## src/rtl/mac_stream.sv

```systemverilog
// mac_stream: multi-lane pipelined streaming multiply-accumulate engine.
// Each beat carries LANES signed operand pairs. Products are accumulated per
// lane until a beat marked last, then one dot product per lane is presented
// on a backpressured output register together with its term count.
//
// Optional feature macro: MAC_STREAM_SAT_EN
//   defined   -> lane results saturate to the signed OUT_W range
//   undefined -> lane results are the low OUT_W bits of the accumulator
//
// Pipeline: stage 1 (_p1) registers the products, stage 2 (_p2) holds the
// accumulators, and the output register follows stage 2.
module mac_stream #(
    parameter int DATA_W = 16,
    parameter int K_MAX  = 4,
    parameter int LANES  = 4,
    parameter int OUT_W  = 2 * DATA_W
) (
    input  logic                                      clk,
    input  logic                                      rst,
    input  logic                                      in_valid,
    output logic                                      in_ready,
    input  logic                                      in_last,
    input  logic [LANES*DATA_W-1:0]                   a_in,
    input  logic [LANES*DATA_W-1:0]                   b_in,
    output logic                                      out_valid,
    input  logic                                      out_ready,
    output logic [LANES*OUT_W-1:0]                    out_data,
    output logic [$clog2(K_MAX+1)-1:0]                out_count,
    output logic                                      term_err
);

    localparam int PROD_W = 2 * DATA_W;
    localparam int ACC_W  = 2 * DATA_W + $clog2(K_MAX) + 1;
    localparam int CNT_W  = $clog2(K_MAX + 1);

`ifdef MAC_STREAM_SAT_EN
    // Saturation bounds of the signed OUT_W range, expressed at accumulator width.
    localparam logic signed [ACC_W-1:0] OUT_MIN =
        {{(ACC_W - OUT_W + 1){1'b1}}, {(OUT_W - 1){1'b0}}};
    localparam logic signed [ACC_W-1:0] OUT_MAX = ~OUT_MIN;
`endif

    // Sign-extend a lane product to accumulator width.
    function automatic logic signed [ACC_W-1:0] sext(input logic signed [PROD_W-1:0] p);
        sext = {{(ACC_W - PROD_W){p[PROD_W-1]}}, p};
    endfunction

    // Narrow an accumulator to the output width (saturating or wrapping).
    function automatic logic signed [OUT_W-1:0] narrow(input logic signed [ACC_W-1:0] v);
`ifdef MAC_STREAM_SAT_EN
        if (v > OUT_MAX) begin
            narrow = OUT_MAX[OUT_W-1:0];
        end else if (v < OUT_MIN) begin
            narrow = OUT_MIN[OUT_W-1:0];
        end else begin
            narrow = v[OUT_W-1:0];
        end
`else
        narrow = v[OUT_W-1:0];
`endif
    endfunction

    // Handshake / stall
    logic                       stall;
    logic                       accept;

    // Stage 1: products
    logic signed [PROD_W-1:0]   prod_c [LANES];
    logic signed [PROD_W-1:0]   prod_p1 [LANES];
    logic                       vld_p1;
    logic                       last_p1;

    // Stage 2: accumulators
    logic signed [ACC_W-1:0]    acc_p2 [LANES];
    logic [CNT_W-1:0]           cnt_p2;
    logic                       vld_p2;
    logic                       last_p2;
    logic                       open_p2;

    // Stage 2 next-term bookkeeping
    logic [CNT_W-1:0]           cnt_next;
    logic                       at_max;
    logic                       last_eff;
    logic                       overrun;

    // The pipe only freezes when a finished result cannot leave stage 2.
    assign stall    = out_valid && !out_ready && vld_p2 && last_p2;
    assign in_ready = !rst && !stall;
    assign accept   = in_valid && in_ready;

    // Per-lane signed products at full 2*DATA_W precision.
    always_comb begin
        for (int i = 0; i < LANES; i++) begin
            prod_c[i] = PROD_W'($signed(a_in[i*DATA_W +: DATA_W]))
                      * PROD_W'($signed(b_in[i*DATA_W +: DATA_W]));
        end
    end

    // Term count of the incoming stage-2 term; the K_MAX-th term closes the vector.
    always_comb begin
        cnt_next = open_p2 ? cnt_p2 + CNT_W'(1) : CNT_W'(1);
        at_max   = (cnt_next == CNT_W'(K_MAX));
        last_eff = last_p1 || at_max;
        overrun  = at_max && !last_p1;
    end

    // ---- stage 1 boundary ----
    // Product registers carry data only and need no reset.
    always_ff @(posedge clk) begin
        if (!stall) begin
            for (int i = 0; i < LANES; i++) begin
                prod_p1[i] <= prod_c[i];
            end
        end
    end

    // Stage 1 control: valid and last travel with the products.
    always_ff @(posedge clk) begin
        if (rst) begin
            vld_p1  <= 1'b0;
            last_p1 <= 1'b0;
        end else if (!stall) begin
            vld_p1  <= accept;
            last_p1 <= in_last;
        end
    end

    // ---- stage 2 boundary ----
    // Accumulate; the first term of a vector loads the product directly.
    always_ff @(posedge clk) begin
        if (rst) begin
            for (int i = 0; i < LANES; i++) begin
                acc_p2[i] <= '0;
            end
            cnt_p2   <= '0;
            vld_p2   <= 1'b0;
            last_p2  <= 1'b0;
            open_p2  <= 1'b0;
            term_err <= 1'b0;
        end else if (!stall) begin
            vld_p2 <= vld_p1;
            if (vld_p1) begin
                for (int i = 0; i < LANES; i++) begin
                    acc_p2[i] <= (open_p2 ? acc_p2[i] : '0) + sext(prod_p1[i]);
                end
                cnt_p2  <= cnt_next;
                last_p2 <= last_eff;
                open_p2 <= !last_eff;
                if (overrun) begin
                    term_err <= 1'b1;
                end
            end
        end
    end

    // ---- output register boundary ----
    // Load a finished vector (replacing a draining one), otherwise drain on out_ready.
    always_ff @(posedge clk) begin
        if (rst) begin
            out_valid <= 1'b0;
            out_data  <= '0;
            out_count <= '0;
        end else if (vld_p2 && last_p2 && !stall) begin
            out_valid <= 1'b1;
            for (int i = 0; i < LANES; i++) begin
                out_data[i*OUT_W +: OUT_W] <= narrow(acc_p2[i]);
            end
            out_count <= cnt_p2;
        end else if (out_ready) begin
            out_valid <= 1'b0;
        end
    end

endmodule

```

## config.mk

```make
export PLATFORM = sky130hd
export DESIGN_NAME = mac_stream
export DESIGN_NICKNAME = d
export VERILOG_FILES = /design/src/rtl/mac_stream.sv
export SDC_FILE = /design/constraint.sdc
export NUM_CORES = 2
export LEC_CHECK = 0
export CAP_MARGIN = 20
export CORE_UTILIZATION = 25
export DETAILED_ROUTE_END_ITERATION = 7
export DONT_BUFFER_PORTS = 1
export PLACE_DENSITY_LB_ADDON = 0.12
export SKIP_LAST_GASP = 1
export SLEW_MARGIN = 20
export SYNTH_ARGS = -nofsm -noshare
export SYNTH_HDL_FRONTEND = slang
export SYNTH_SLANG_ARGS = --single-unit
```

## constraint.sdc

```tcl
create_clock -name clk -period 14.74 [get_ports clk]
set_input_delay 4.422 -clock clk [delete_from_list [all_inputs] [get_ports clk]]
set_output_delay 4.422 -clock clk [all_outputs]
set_load 0.005 [all_outputs]
```

# ---- After elaboration in Yosys (flattened, before gate mapping)
# Memory sizes are Yosys's and may differ from the RTL's.
# Index checks and enable logic that the tools add are counted.
dict set report word_totals {
  output_inout_bits 134
  wordCells 62
  reg_bits 141
  in_bits 133
  n_memories 2
  mem_bits_rw 268
}
# memory words width rd rd_ports_with_merged_regs wr line_no
set memory_table {}
lappend memory_table {acc_p2 4 35 4 0 4 74} ;# logic signed [ACC_W-1:0] acc_p2 [LANES];
lappend memory_table {prod_p1 4 32 4 0 4 69} ;# logic signed [PROD_W-1:0] prod_p1 [LANES];
dict set report op_classes {
  eq_ne 1
  n_mux 18
  n_reduce_logical 17
  mul 4
  bitwise 5
  n_addsub 5
}
# op count
set op_table {}
lappend op_table {{two-way mux 35 bit} 8}
lappend op_table {{adder 35 bit} 4}
lappend op_table {{multiplier 16 x 16 -> 32 bit} 4}
lappend op_table {{two-way mux 1 bit} 9}
lappend op_table {{logical AND 1 bit} 8}
lappend op_table {{zero test 1 bit} 5}
lappend op_table {{OR 1 bit} 4}
lappend op_table {{adder 3 x 1 -> 3 bit, second input constant} 1}
lappend op_table {{== test 3 bit, second input constant} 1}
lappend op_table {{two-way mux 3 bit} 1}
lappend op_table {{AND reduction 3 bit} 1}
lappend op_table {{AND reduction 2 bit} 1}
lappend op_table {{nonzero test 2 bit} 1}
lappend op_table {{logical OR 1 bit} 1}
lappend op_table {{inverter 1 bit} 1}

# ---- Depth between registers and ports, before layout
dict set report logic_depth {
  ltp_word 8
  mapped_depth 24
  mapped_depth_nobuf 23
}

# ---- Worst setup path after synthesis
# No wires, ideal clock.
dict set report synth_timing {
  kind {input port to flip-flop}
  start {in out_ready}
  end {mem acc_p2[0][0] (netlist bit), enable pin}
  setup_slack_ps 2799
  n_path_buf 0
  t_arrival_ps 10820
  setup_time_ps 1121
  path_stages 5
  cell_sequence {nand2b_1 > nor2_1 > clkinv_1 > nand2_1 > nand2b_1}
}
# item line_no
set synth_lines {}
lappend synth_lines {{start: declaration} 26} ;# input logic out_ready,
lappend synth_lines {{end: declaration} 74}

==> reports/metrics.yaml <==
global_routing:
  grt_pass1_wl_um: 276000
  antenna_found_initial: 5
  grt_max_degree: 146
  track_usage: 0.151
  grt_overflow: 0
  grt_pass1_vias: 45100
timing:
  final_hold_viol_count: 0
  period_minus_slack_ns: 9.78
  clock_skew_ns: 0.0359
  timing.fmax_mhz: 102
  setup_viol: 0
  min_period_over_period: 0.664
  slew-limit-headroom: 0.358
  worstMarginPinSlew_ns: 0.962
  rsz0062_at_grt: "no"
  maxSlewViolCount: 0
  timing.setup.tns_ns: 0
detailed_routing:
  wire_per_inst_um: 18.8
  detail_route.first_pass.iterations: 5
  post-route-drc-count: 0
  vias: 41100
  ant_nets: 0
  drt_iter0_drc: 1676
  wirelength_um: 176000
  avgViaCountPerCell: 4.40
placed_design:
  hpwlAfterDp_um: 141000
  globalplace.congestion: 0.795
  dp.cells: 9243
  port_buffers: 0
cts:
  cts_setup_buffers: 0
  hold_buffers: 0
  insertion_delay_ns: 0.68
  cts_max_path_buffers: 3
  tritoncts.num_buffers: 57
  postCtsResizedCells: 0
  cts_root_buf: "clkbuf_16"
  cts_tree: "built"
  clk_pin_slew_ns: 0.06
  cts_sinks: 397
  cts-htree-levels: 2
yosys:
  ys_warn_count: 0
  synthMostInstantiatedCell: "inv_1"
  ys_ff_latch: 397
  ys.flop_type: "edfxtp_1"
  synth_area_sq_um: 59100
  synth_edf_count: 256
  synth_top_area_frac: 0.356
  synth_cells: 6296
  ys_types: 84
  synth.top_cells.by_count: "1,184 x inv_1, 1,052 x fa_1, 834 x nand2_1, 634 x and2_1, 453 x ha_1"
  ys_async_sr_fraction: 0
  synth_seq_area_share: 0.178
  yosysTopAreaCell: "fa_1"
  syn_area_per_cell_sq_um: 9.39
  synth_nets: 7934
  netlist_top_cells_area: "fa_1 36%, edfxtp_1 13%, ha_1 9.6%, inv_1 7.5%, and2_1 6.7%"
layout:
  finalNetCount: 7790
  register_area_sq_um: 10500
  multi_input_area_sq_um: 43400
  n_antenna_cell: 0
  final_cells: 9350
  drive_gt1_frac: 0.0226
  synthToLayoutAreaGrowth_pct: 8.60
  fill_cells: 25400
worst_hold_path:
  worstHoldStart: "out_data[113]"
  hp-class: "flip-flop to flip-flop"
critical_path:
  critical_path_buf_inv_count: 3
  cp_top_family: "adder cells"
  cp_data_arrival_time_ns: 10.19
  critical_path_peak_fanout: 12
  cp_cell_sequence: "inv_1, nor2_1, fa_1, fa_1, fa_1, fa_1, fa_1, inv_1, fa_1, inv_1, ha_1, o21ai_0, a21boi_0, o21ai_0, a21oi_1, a21oi_1, o21a_1, o311ai_0, a21oi_1, xnor2_1"
  cp.required_ns: 15.14
  start_kind: "primary input"
  rr_startpoint: "open_p2"
  critPathCaptureType: "flip-flop"
  worstSetupPathType: "primary input to flip-flop"
  worstSetupStartpoint: "b_in[31]"
  slowest_delay_ns: 0.52
  cpMaxStageDelayCell: "fa_1"
  cp_common_cell: "fa_1"
floorplanning:
  fp.dieArea_sq_um: 238000
  io_pins: 267
  core_area_sq_um: 235000
  die_y_um: 488
  die_x_um: 488
  start_util: 0.251
  rows: 178
outcome:
  run_status: "complete, no violations"
flow_run:
  drv_cap: 0
cells by family after synthesis:
kind of cell | count (synthesis) | share of synthesized area
and+or+nand+nor | 1971 | 0.162
adders and majority gates | 1505 | 0.452
buffers and inverters | 1403 | 0.0891
AOI/OAI and AO/OA | 779 | 0.0832
DFF | 397 | 0.178
xor gates and xnor gates | 235 | 0.0348
muxes | 6 | 0.00102
per-layer routing:
metal  vias up  global-route usage  part of all wire
li1      19300                   -                 -
met1     21200               0.187              0.42
met2       506               0.282              0.53
met3       135              0.0181             0.029
met4         0              0.0246             0.016
met5         -                   0                 0
final cells by class:
cell class | instances | area share
repair buffers | 15 | 0.00175
well taps | 3150 | 0.0614
clock buffers | 85 | 0.0255
multi-input cells | 4496 | 0.676
inverters | 1185 | 0.0694
flip-flops and latches | 397 | 0.164
clock inverters | 22 | 0.00263
per-stage QoR:
step                worst slack [ns]  area, sq um  utilization  hold WS, ns
floorplan                       2.80        59100            -        0.446
global placement                4.37        62400        0.265        0.463
detailed placement              4.19        62400        0.265        0.465
CTS                             4.93        64200        0.273        0.473
global route                    4.55        64200        0.273        0.494
finish                          4.96        64200        0.273        0.471
worst register-to-register path, cell delays in order, from the launching register on:
cell	delay (ns)
dfxtp_4	0.67
buf_4	0.56
and2_1	0.23
ha_1	0.19
inv_1	0.07
fa_1	0.40
nor2b_1	0.18
o21a_1	0.15
o21ai_0	0.16
a2bb2oi_1	0.49
a41oi_1	0.32
o41a_1	0.39
o21ai_0	0.42
xnor2_1	0.19
nor2_1	0.06
registers in the layout, summed over array words and instances, names as in the netlist, 3 cells and up:
signal,cells
out_data,128
acc_p2,128
out_count,3
cnt_p2,3
prod_p1,128
cell usage in the layout (no fill, tap or decap), types with 27 or more instances in the layout:
master and instances:
fa_1 1052, nand2b_1 49, edfxtp_1 256, a31oi_1 27, clkbuf_16 59, o21ai_0 107, dfxtp_1 140, ha_1 453
inv_1 1184, nand3_1 49, nor2_1 237, xnor2_1 163, and2_1 634, xor2_1 72, a21o_1 126, a21oi_1 315
o21bai_1 30, nor3_1 50, nand2_1 834
path summary, 6_finish.rpt:
kind                            cells after the start  slack (ns)              to
worst max register to register                     14        9.98   acc_p2[1][24]
worst max-delay path                               20        4.96  prod_p1[1][31]
worst min register to register                      2        0.47   out_data[113]
worst min-delay path                                2        0.47   out_data[113]
Power is left out: the tool's default activity adds up to more than one toggle a clock period on the data nets, which glitch-free logic cannot reach.
